<file path="config.mk">
export PLATFORM = sky130hd
export DESIGN_NAME = alarm_bank
export DESIGN_NICKNAME = d
export VERILOG_FILES = /design/src/rtl/alarm_bank.sv
export SDC_FILE = /design/constraint.sdc
export NUM_CORES = 1
export LEC_CHECK = 0
export CAP_MARGIN = 20
export CORE_AREA = 2 2 104 106
export CTS_CLUSTER_DIAMETER = 60
export CTS_CLUSTER_SIZE = 25
export DETAILED_ROUTE_END_ITERATION = 6
export DIE_AREA = 0 0 106 108
export GPL_TIMING_DRIVEN = 0
export PLACE_DENSITY_LB_ADDON = 0.15
export SLEW_MARGIN = 10
export SYNTH_ARGS = -nofsm -noshare
export SYNTH_HDL_FRONTEND = slang
export SYNTH_SLANG_ARGS = --single-unit
</file>
<file path="constraint.sdc">
create_clock -name clk -period 6 [get_ports clk]
set_input_delay 0.9 -clock clk [delete_from_list [all_inputs] [get_ports clk]]
set_output_delay 0.9 -clock clk [all_outputs]
set_load 0.005 [all_outputs]
</file>
<file path="src/rtl/alarm_bank.sv">
// Multi-slot alarm controller: per-slot BCD alarm times, arm bits, ring/snooze/auto-stop FSM.
// Optional hourly chime enabled by defining ALARM_CHIME_EN; otherwise chime is tied low.
module alarm_bank #(
    parameter int unsigned NUM_ALARMS = 4,
    parameter int unsigned SLOT_W     = 2,
    parameter int unsigned RING_SECS  = 60,
    parameter int unsigned SNOOZE_MIN = 5
) (
    input  logic                  clk,
    input  logic                  reset,
    input  logic                  tick_1hz,
    input  logic [1:0]            mode,
    input  logic                  turn,
    input  logic                  change,
    input  logic [SLOT_W-1:0]     sel,
    input  logic                  arm_tog,
    input  logic                  dismiss,
    input  logic                  snooze,
    input  logic [7:0]            hour,
    input  logic [7:0]            minute,
    input  logic [7:0]            second,
    output logic [7:0]            sel_hour,
    output logic [7:0]            sel_minute,
    output logic [NUM_ALARMS-1:0] armed,
    output logic [SLOT_W-1:0]     active_slot,
    output logic                  alert,
    output logic                  chime
);

    localparam int unsigned     SNZ_W     = 11;
    localparam logic [SNZ_W-1:0] SNZ_LOAD = SNZ_W'(SNOOZE_MIN * 60);
    localparam logic [7:0]      RING_LAST = 8'(RING_SECS);

    localparam logic [1:0] IDLE   = 2'd0;
    localparam logic [1:0] RING   = 2'd1;
    localparam logic [1:0] SNOOZE = 2'd2;

    logic [7:0] slot_hour [NUM_ALARMS];
    logic [7:0] slot_min  [NUM_ALARMS];

    logic change_q, arm_q, dismiss_q, snooze_q;
    logic change_e, arm_e, dismiss_e, snooze_e;
    logic sel_ok, edit_en;

    logic [1:0]       state, state_d;
    logic [7:0]       ring_cnt, ring_cnt_d;
    logic [SNZ_W-1:0] snz_cnt, snz_cnt_d;
    logic [SLOT_W-1:0] active_d;
    logic             any_match;
    logic [SLOT_W-1:0] match_idx;

    function automatic logic [7:0] bcd_inc_min(input logic [7:0] v);
        if (v[3:0] == 4'd9)
            return (v[7:4] == 4'd5) ? 8'h00 : {v[7:4] + 4'd1, 4'd0};
        return {v[7:4], v[3:0] + 4'd1};
    endfunction

    function automatic logic [7:0] bcd_inc_hour(input logic [7:0] v);
        if (v == 8'h23)
            return 8'h00;
        if (v[3:0] == 4'd9)
            return {v[7:4] + 4'd1, 4'd0};
        return {v[7:4], v[3:0] + 4'd1};
    endfunction

    assign change_e  = change  & ~change_q;
    assign arm_e     = arm_tog & ~arm_q;
    assign dismiss_e = dismiss & ~dismiss_q;
    assign snooze_e  = snooze  & ~snooze_q;

    assign sel_ok  = (32'(sel) < NUM_ALARMS);
    assign edit_en = (mode == 2'b10) && sel_ok;

    always_ff @(posedge clk or posedge reset) begin
        if (reset) begin
            change_q  <= 1'b0;
            arm_q     <= 1'b0;
            dismiss_q <= 1'b0;
            snooze_q  <= 1'b0;
        end else begin
            change_q  <= change;
            arm_q     <= arm_tog;
            dismiss_q <= dismiss;
            snooze_q  <= snooze;
        end
    end

    // Slot storage and arm bits, edited only in alarm-set mode
    always_ff @(posedge clk or posedge reset) begin
        if (reset) begin
            for (int i = 0; i < int'(NUM_ALARMS); i++) begin
                slot_hour[i] <= 8'h00;
                slot_min[i]  <= 8'h00;
            end
            armed <= '0;
        end else if (edit_en) begin
            if (change_e) begin
                if (turn)
                    slot_hour[sel] <= bcd_inc_hour(slot_hour[sel]);
                else
                    slot_min[sel] <= bcd_inc_min(slot_min[sel]);
            end
            if (arm_e)
                armed[sel] <= ~armed[sel];
        end
    end

    always_comb begin
        sel_hour   = 8'h00;
        sel_minute = 8'h00;
        if (sel_ok) begin
            sel_hour   = slot_hour[sel];
            sel_minute = slot_min[sel];
        end
    end

    // Lowest-index armed slot matching the current hour:minute
    always_comb begin
        any_match = 1'b0;
        match_idx = '0;
        for (int i = 0; i < int'(NUM_ALARMS); i++) begin
            if (!any_match && armed[i] && slot_hour[i] == hour && slot_min[i] == minute) begin
                any_match = 1'b1;
                match_idx = SLOT_W'(i);
            end
        end
    end

    always_ff @(posedge clk or posedge reset) begin
        if (reset) begin
            state       <= IDLE;
            ring_cnt    <= 8'd0;
            snz_cnt     <= '0;
            active_slot <= '0;
            alert       <= 1'b0;
        end else begin
            state       <= state_d;
            ring_cnt    <= ring_cnt_d;
            snz_cnt     <= snz_cnt_d;
            active_slot <= active_d;
            alert       <= (state_d == RING);
        end
    end

    // Disarming the active slot cancels a ring or snooze in progress
    always_comb begin
        state_d    = state;
        ring_cnt_d = ring_cnt;
        snz_cnt_d  = snz_cnt;
        active_d   = active_slot;
        case (state)
            IDLE: begin
                if (tick_1hz && second == 8'h00 && any_match) begin
                    state_d    = RING;
                    active_d   = match_idx;
                    ring_cnt_d = 8'd0;
                end
            end
            RING: begin
                if (dismiss_e || !armed[active_slot]) begin
                    state_d = IDLE;
                end else if (snooze_e) begin
                    state_d   = SNOOZE;
                    snz_cnt_d = SNZ_LOAD;
                end else if (tick_1hz) begin
                    ring_cnt_d = ring_cnt + 8'd1;
                    if (ring_cnt + 8'd1 == RING_LAST)
                        state_d = IDLE;
                end
            end
            SNOOZE: begin
                if (dismiss_e || !armed[active_slot]) begin
                    state_d = IDLE;
                end else if (tick_1hz) begin
                    snz_cnt_d = snz_cnt - SNZ_W'(1);
                    if (snz_cnt == SNZ_W'(1)) begin
                        state_d    = RING;
                        ring_cnt_d = 8'd0;
                    end
                end
            end
            default: state_d = IDLE;
        endcase
    end

`ifdef ALARM_CHIME_EN
    // Chime holds for one second; a triggering alarm in that second takes priority
    always_ff @(posedge clk or posedge reset) begin
        if (reset)
            chime <= 1'b0;
        else if (tick_1hz)
            chime <= (state == IDLE) && minute == 8'h00 && second == 8'h00 && !any_match;
    end
`else
    assign chime = 1'b0;
`endif

endmodule

</file>
After elaboration in Yosys (flattened, before gate mapping)
Cells that the tools add are included.
{"block": "word_totals", "elab_cells": 168, "in_bits": 36, "output_inout_bits": 24, "regBits": 96}
{"block": "op_classes", "n_bitwise": 11, "n_reduce_logical": 30, "n_eq_ne": 26, "mux": 72, "n_addsub": 6, "magnitude_cmp": 5}
{"cell": "$mux 8", "count": 25}
{"cell": "$bwmux 32", "count": 2}
{"cell": "$eq 8x8->1", "count": 8}
{"cell": "$mux 11", "count": 4}
{"cell": "$bmux 8 s2", "count": 2}
{"cell": "$pmux 8 s3", "count": 1}
{"cell": "$pmux 11 s2", "count": 1}
{"cell": "$mux 1", "count": 21}
{"cell": "$mux 2", "count": 10}
{"cell": "$add 4x1->4 const B", "count": 4}
{"cell": "$demux 8 s2", "count": 1}
{"cell": "$eq 8x6->1 const B", "count": 2}
{"cell": "$ne 2x2->1 const B", "count": 8}
{"cell": "$logic_and 1x1->1", "count": 15}
{"cell": "$eq 11x1->1 const B", "count": 1}
{"cell": "$sub 11x1->11 const B", "count": 1}
{"cell": "$add 8x1->8 const B", "count": 1}
{"cell": "$eq 4x4->1 const B", "count": 2}
{"cell": "$logic_not 8->1", "count": 1}
{"cell": "$reduce_and 8->1", "count": 1}
{"cell": "$lt 2x3->1 const B", "count": 2}
{"cell": "$not 1->1", "count": 6}
{"cell": "$pmux 2 s3", "count": 1}
{"cell": "$reduce_and 3->1", "count": 2}
{"cell": "other kinds (18)", "count": 28}

Longest topological paths before layout
{"block": "depth", "depth_word": 23, "depth_mapped": 11, "ltp_nobuf": 9}

Worst setup path before layout
No wires, ideal clock.
{"block": "synth_timing", "path_type": "in2reg", "start": "in sel[0]", "end": "reg slot_hour[12] (netlist bit)", "t_required_ns": 5.875, "slack_ns": 2.851, "path_stages": 9, "path_buffers": 3, "arrival_time_ns": 3.025, "setup_ns": 0.125, "path_cell_list": "buf_6 -> buf_8 -> buf_4 -> mux4_2 -> inv_1 -> ha_1 -> mux2_2 -> a22o_1 -> mux2_2"}
{"block": "synth_via", "elab_chain_len": 16, "word_cells_on_any_way": 28, "classes_between": "add/sub: 1; order compare: 2; eq/ne: 2; mux: 21; bitwise: 1; reduce/logical: 1"}
{"element": "start, declared", "line_no": "15", "text": "input logic [SLOT_W-1:0] sel,"}
{"element": "$not 2->3 *"}
{"element": "$bmux 8 s2 *"}
{"element": "$mux 8 * (2 in series)"}
{"element": "via sel_hour[1]", "line_no": "22", "text": "output logic [7:0] sel_hour,"}
{"element": "$eq 4x4->1", "line_no": "61", "text": "if (v[3:0] == 4'd9)"}
{"element": "$mux 1 (2 in series)", "line_no": "61"}
{"element": "$mux 1", "line_no": "98", "text": "if (turn)"}
{"element": "$mux 1", "line_no": "97", "text": "if (change_e) begin"}
{"element": "$mux 1", "line_no": "96", "text": "end else if (edit_en) begin"}
{"element": "$mux 8", "line_no": "63", "text": "return {v[7:4], v[3:0] + 4'd1};"}
{"element": "$mux 8 *", "line_no": "61"}
{"element": "$mux 8 *", "line_no": "98"}
{"element": "$mux 8 *", "line_no": "97"}
{"element": "$mux 8 *", "line_no": "96"}
{"element": "$bwmux 32 *", "line_no": "99", "text": "slot_hour[sel] <= bcd_inc_hour(slot_hour[sel]);"}
{"element": "end signal, assigned by index", "line_no": "99"}
{"element": "end, declared", "line_no": "38", "text": "logic [7:0] slot_hour [NUM_ALARMS];"}
Mark *: on every way through the listed nets, which the timed path passes. The rest lies on a longest branch. The select of a mux whose other input is x is not followed.
A chain may end at the register's enable or synchronous reset.

Worst setup path after layout
{"block": "layout_timing", "start": "in sel[0]", "end": "out sel_minute[5]"}
{"block": "layout_via", "elab_chain_len": 4}
{"element": "$not 2->3 (implied by the code)", "line_no": "113", "text": "sel_minute = slot_min[sel];"}
{"element": "$bmux 8 s2", "line_no": "113"}
{"element": "$mux 8 (implied by the code) (2 in series)", "line_no": "113"}
{"element": "end, declared", "line_no": "23", "text": "output logic [7:0] sel_minute,"}
No other way between the ends. The select of a mux whose other input is x is not followed.

==> metrics.cfg <==
[clock_network]
cts_tree = done
ctsResizeCount = 0
clk_pin_slew_worst_paths_ns = 0.09
cts_buffers = 9
cts-htree-levels = 3
cts_buffer_depth = 2
ctsHoldBuffers = 0
cts_root_buf = clkbuf_8
worstSkewPairLatency_ns = 0.38
clock-sinks = 96
post_cts_buffers = 0

[detailed_routing]
drc = 0
viasPerCell = 5.95
wl_met2_mm = 7.04
avgRoutedWirePerCell_um = 19.3
first_pass_iters = 4
top_layer_used = met4
met3_length_um = 643
drt-met1-wl_mm = 6.42
routed_wl_mm = 14.6
drt_iter0_drc = 228
vias = 4514
final_antenna_net_count = 0

[worst_setup_path]
crit_slowest_cell = mux4_2
crit_path_cell_trace = buf_6 -> buf_8 -> buf_4 -> mux4_2 -> clkdlybuf4s50_1
timing_worst_setup_path_type = input pin to primary output
critical_path_peak_fanout = 10
r2r_slack_ns = 3.56
cp.required_ns = 5.10
cpPeakStageDelay_ns = 0.58
endpoint_kind = primary output
crit_family = buffers and inverters
startpoint_type = input pin
crit_arrival_ns = 2.46
crit_buf_inv = 4

[sta]
period_share_pct = 56.0
worstMarginPinSlew_ns = 0.920
worst_hold_slack_ns = 0.491
fmax_mhz = 298
rsz0062_at_grt = false
hold_viol = 0
fin_tns_setup_ns = 0
slew_headroom_pct = 38.1
setup_violations = 0
slew_viol_final = 0
worst_slack_ns = 2.64
skew_ns = 0.00990
period_minus_slack_ns = 3.36

[job]
drv_cap = 0

[logic_synthesis]
syn_avg_cell_area_um2 = 10.4
synth.distinct_cells = 54
async_flop_share_pct = 100
synth_seq_cells = 96
synth_nets = 593
synth_area_mm2 = 0.00572
yosysWarnings = 0
synth_edf_count = 0
synthCells = 550
synth_ff_type = dfrtp_1
ys_seq_area_share_pct = 42.0

[placed_design]
place_congestion = 0.949
dp_hpwl_mm = 11.3
pre_cts_slack_ns = 2.53
portBuffers = 56

[die]
core_mm2 = 0.0102
die-area_mm2 = 0.0114
die_h_um = 108
die_x_um = 106
rows = 37
pin_count = 60
initial_core_util_pct = 55.9

[layout]
layout_common_cells = dfrtp_1, clkdlybuf4s50_1, xor2_1
fill_cells = 844
final_common_cell = dfrtp_1
final_nets = 661
diodes = 0
syn_to_final_growth_pct = 16.8
drive_gt1_share_pct = 15.4

[grt]
track_usage_pct = 27.4
grt_pass1_vias = 4475
antenna_found_initial = 0
grt_max_degree = 55
grt_pass1_wl_mm = 23.7
grt-ovfl-total = 0

[pwr]
powerDensity_mw_per_mm2 = 225
ir_drop_uv = 145
p_leak_nw = 2.90

[min_path]
min_path_type = flop to flop

[status]
status = finished clean

[logic make-up (layout without fill, tap and decap cells)]
group / count (synthesis) / count (layout) / synth area share (%)
buf+inv: 30 / 103 / 2.71
flops: 96 / 96 / 42.0
mux: 65 / 65 / 15.9
fa+ha+maj: 7 / 7 / 1.53
xor+xnor: 75 / 75 / 11.5
simple gates: 189 / 189 / 16.9
other cells: 1 / 1 / 0.0656
compound gates: 87 / 87 / 9.43
[layer usage]
metal	GRT usage [%]	vias to the layer above
li1	-	2126
met1	35.9	2254
met2	44.7	104
met3	4.46	30
met4	13.5	0
met5	0	-
[stage by stage]
step	instances	instance area [um^2]	util [%]	total power [mW]
floorplan	550	5720	-	0.936
global placement	742	6450	63.0	1.07
detailed placement	743	6480	63.3	1.08
CTS	759	6680	65.3	1.51
global route	759	6680	65.3	1.58
finish	759	6680	65.3	1.50
[final timing paths]
kind	start	end	cells past startpoint
max	sel[0]	sel_minute[5]	5
min	snz_cnt[9]	snz_cnt[9]	1
max reg2reg	slot_min[11]	ring_cnt[1]	6
min reg2reg	snz_cnt[9]	snz_cnt[9]	1
max in group asynchronous	reset	slot_hour[31]	3
min in group asynchronous	reset	snz_cnt[6]	2
[state kept, by name (all words and copies together) (netlist names)]
name and cells:
slot_hour 32, slot_min 32, snz_cnt 11, ring_cnt 8, armed 4, active_slot 2, state 2, alert 1
arm_q 1, change_q 1, dismiss_q 1, snooze_q 1
[synthesized netlist by cell type (2+ instances only)]
cell | number | share of area, %
nor3_1 | 10 | 0.88
a22o_1 | 3 | 0.46
mux2i_1 | 4 | 0.70
a41oi_1 | 2 | 0.31
nor2_1 | 40 | 2.6
nand2b_1 | 6 | 0.66
clkbuf_1 | 5 | 0.33
o31a_1 | 3 | 0.46
buf_6 | 2 | 0.39
o31ai_1 | 10 | 1.3
a21o_1 | 3 | 0.39
xnor2_1 | 25 | 3.8
a31oi_1 | 2 | 0.22
nand2_1 | 48 | 3.2
and2_1 | 6 | 0.66
inv_1 | 14 | 0.92
o21ai_1 | 4 | 0.35
mux2_2 | 45 | 8.9
buf_2 | 4 | 0.35
dfrtp_1 | 96 | 42
and3_1 | 3 | 0.33
nand4_1 | 7 | 0.77
mux4_2 | 16 | 6.3
nand3_1 | 20 | 1.8
a21oi_1 | 28 | 2.5
nor4_1 | 25 | 2.7
nor4b_1 | 2 | 0.31
o22ai_1 | 7 | 0.77
buf_4 | 3 | 0.39
o21ai_0 | 19 | 1.7
nor4bb_1 | 3 | 0.53
nor2b_1 | 8 | 0.88
ha_1 | 7 | 1.5
xor2_1 | 50 | 7.7
[report_power, final]
part	total [mW]	switching, mW	internal [mW]
registers	0.748	0.0556	0.692
logic	0.324	0.165	0.159
clock network	0.432	0.226	0.206
total	1.50	0.446	1.06
[cell type report]
cell class                 count  area, um^2  share of cell area, %
clock inverter                 2        10.0                  0.150
timing repair buffer          57         588                   8.80
clock buffer                  14         193                   2.88
buffer                        15        98.8                   1.48
inverter                      15        58.8                  0.880
tap                          136         170                   2.55
multi-input combinational    424        3160                   47.3
sequential                    96        2400                   35.9
No activity file was read; power rests on OpenSTA's default activity.
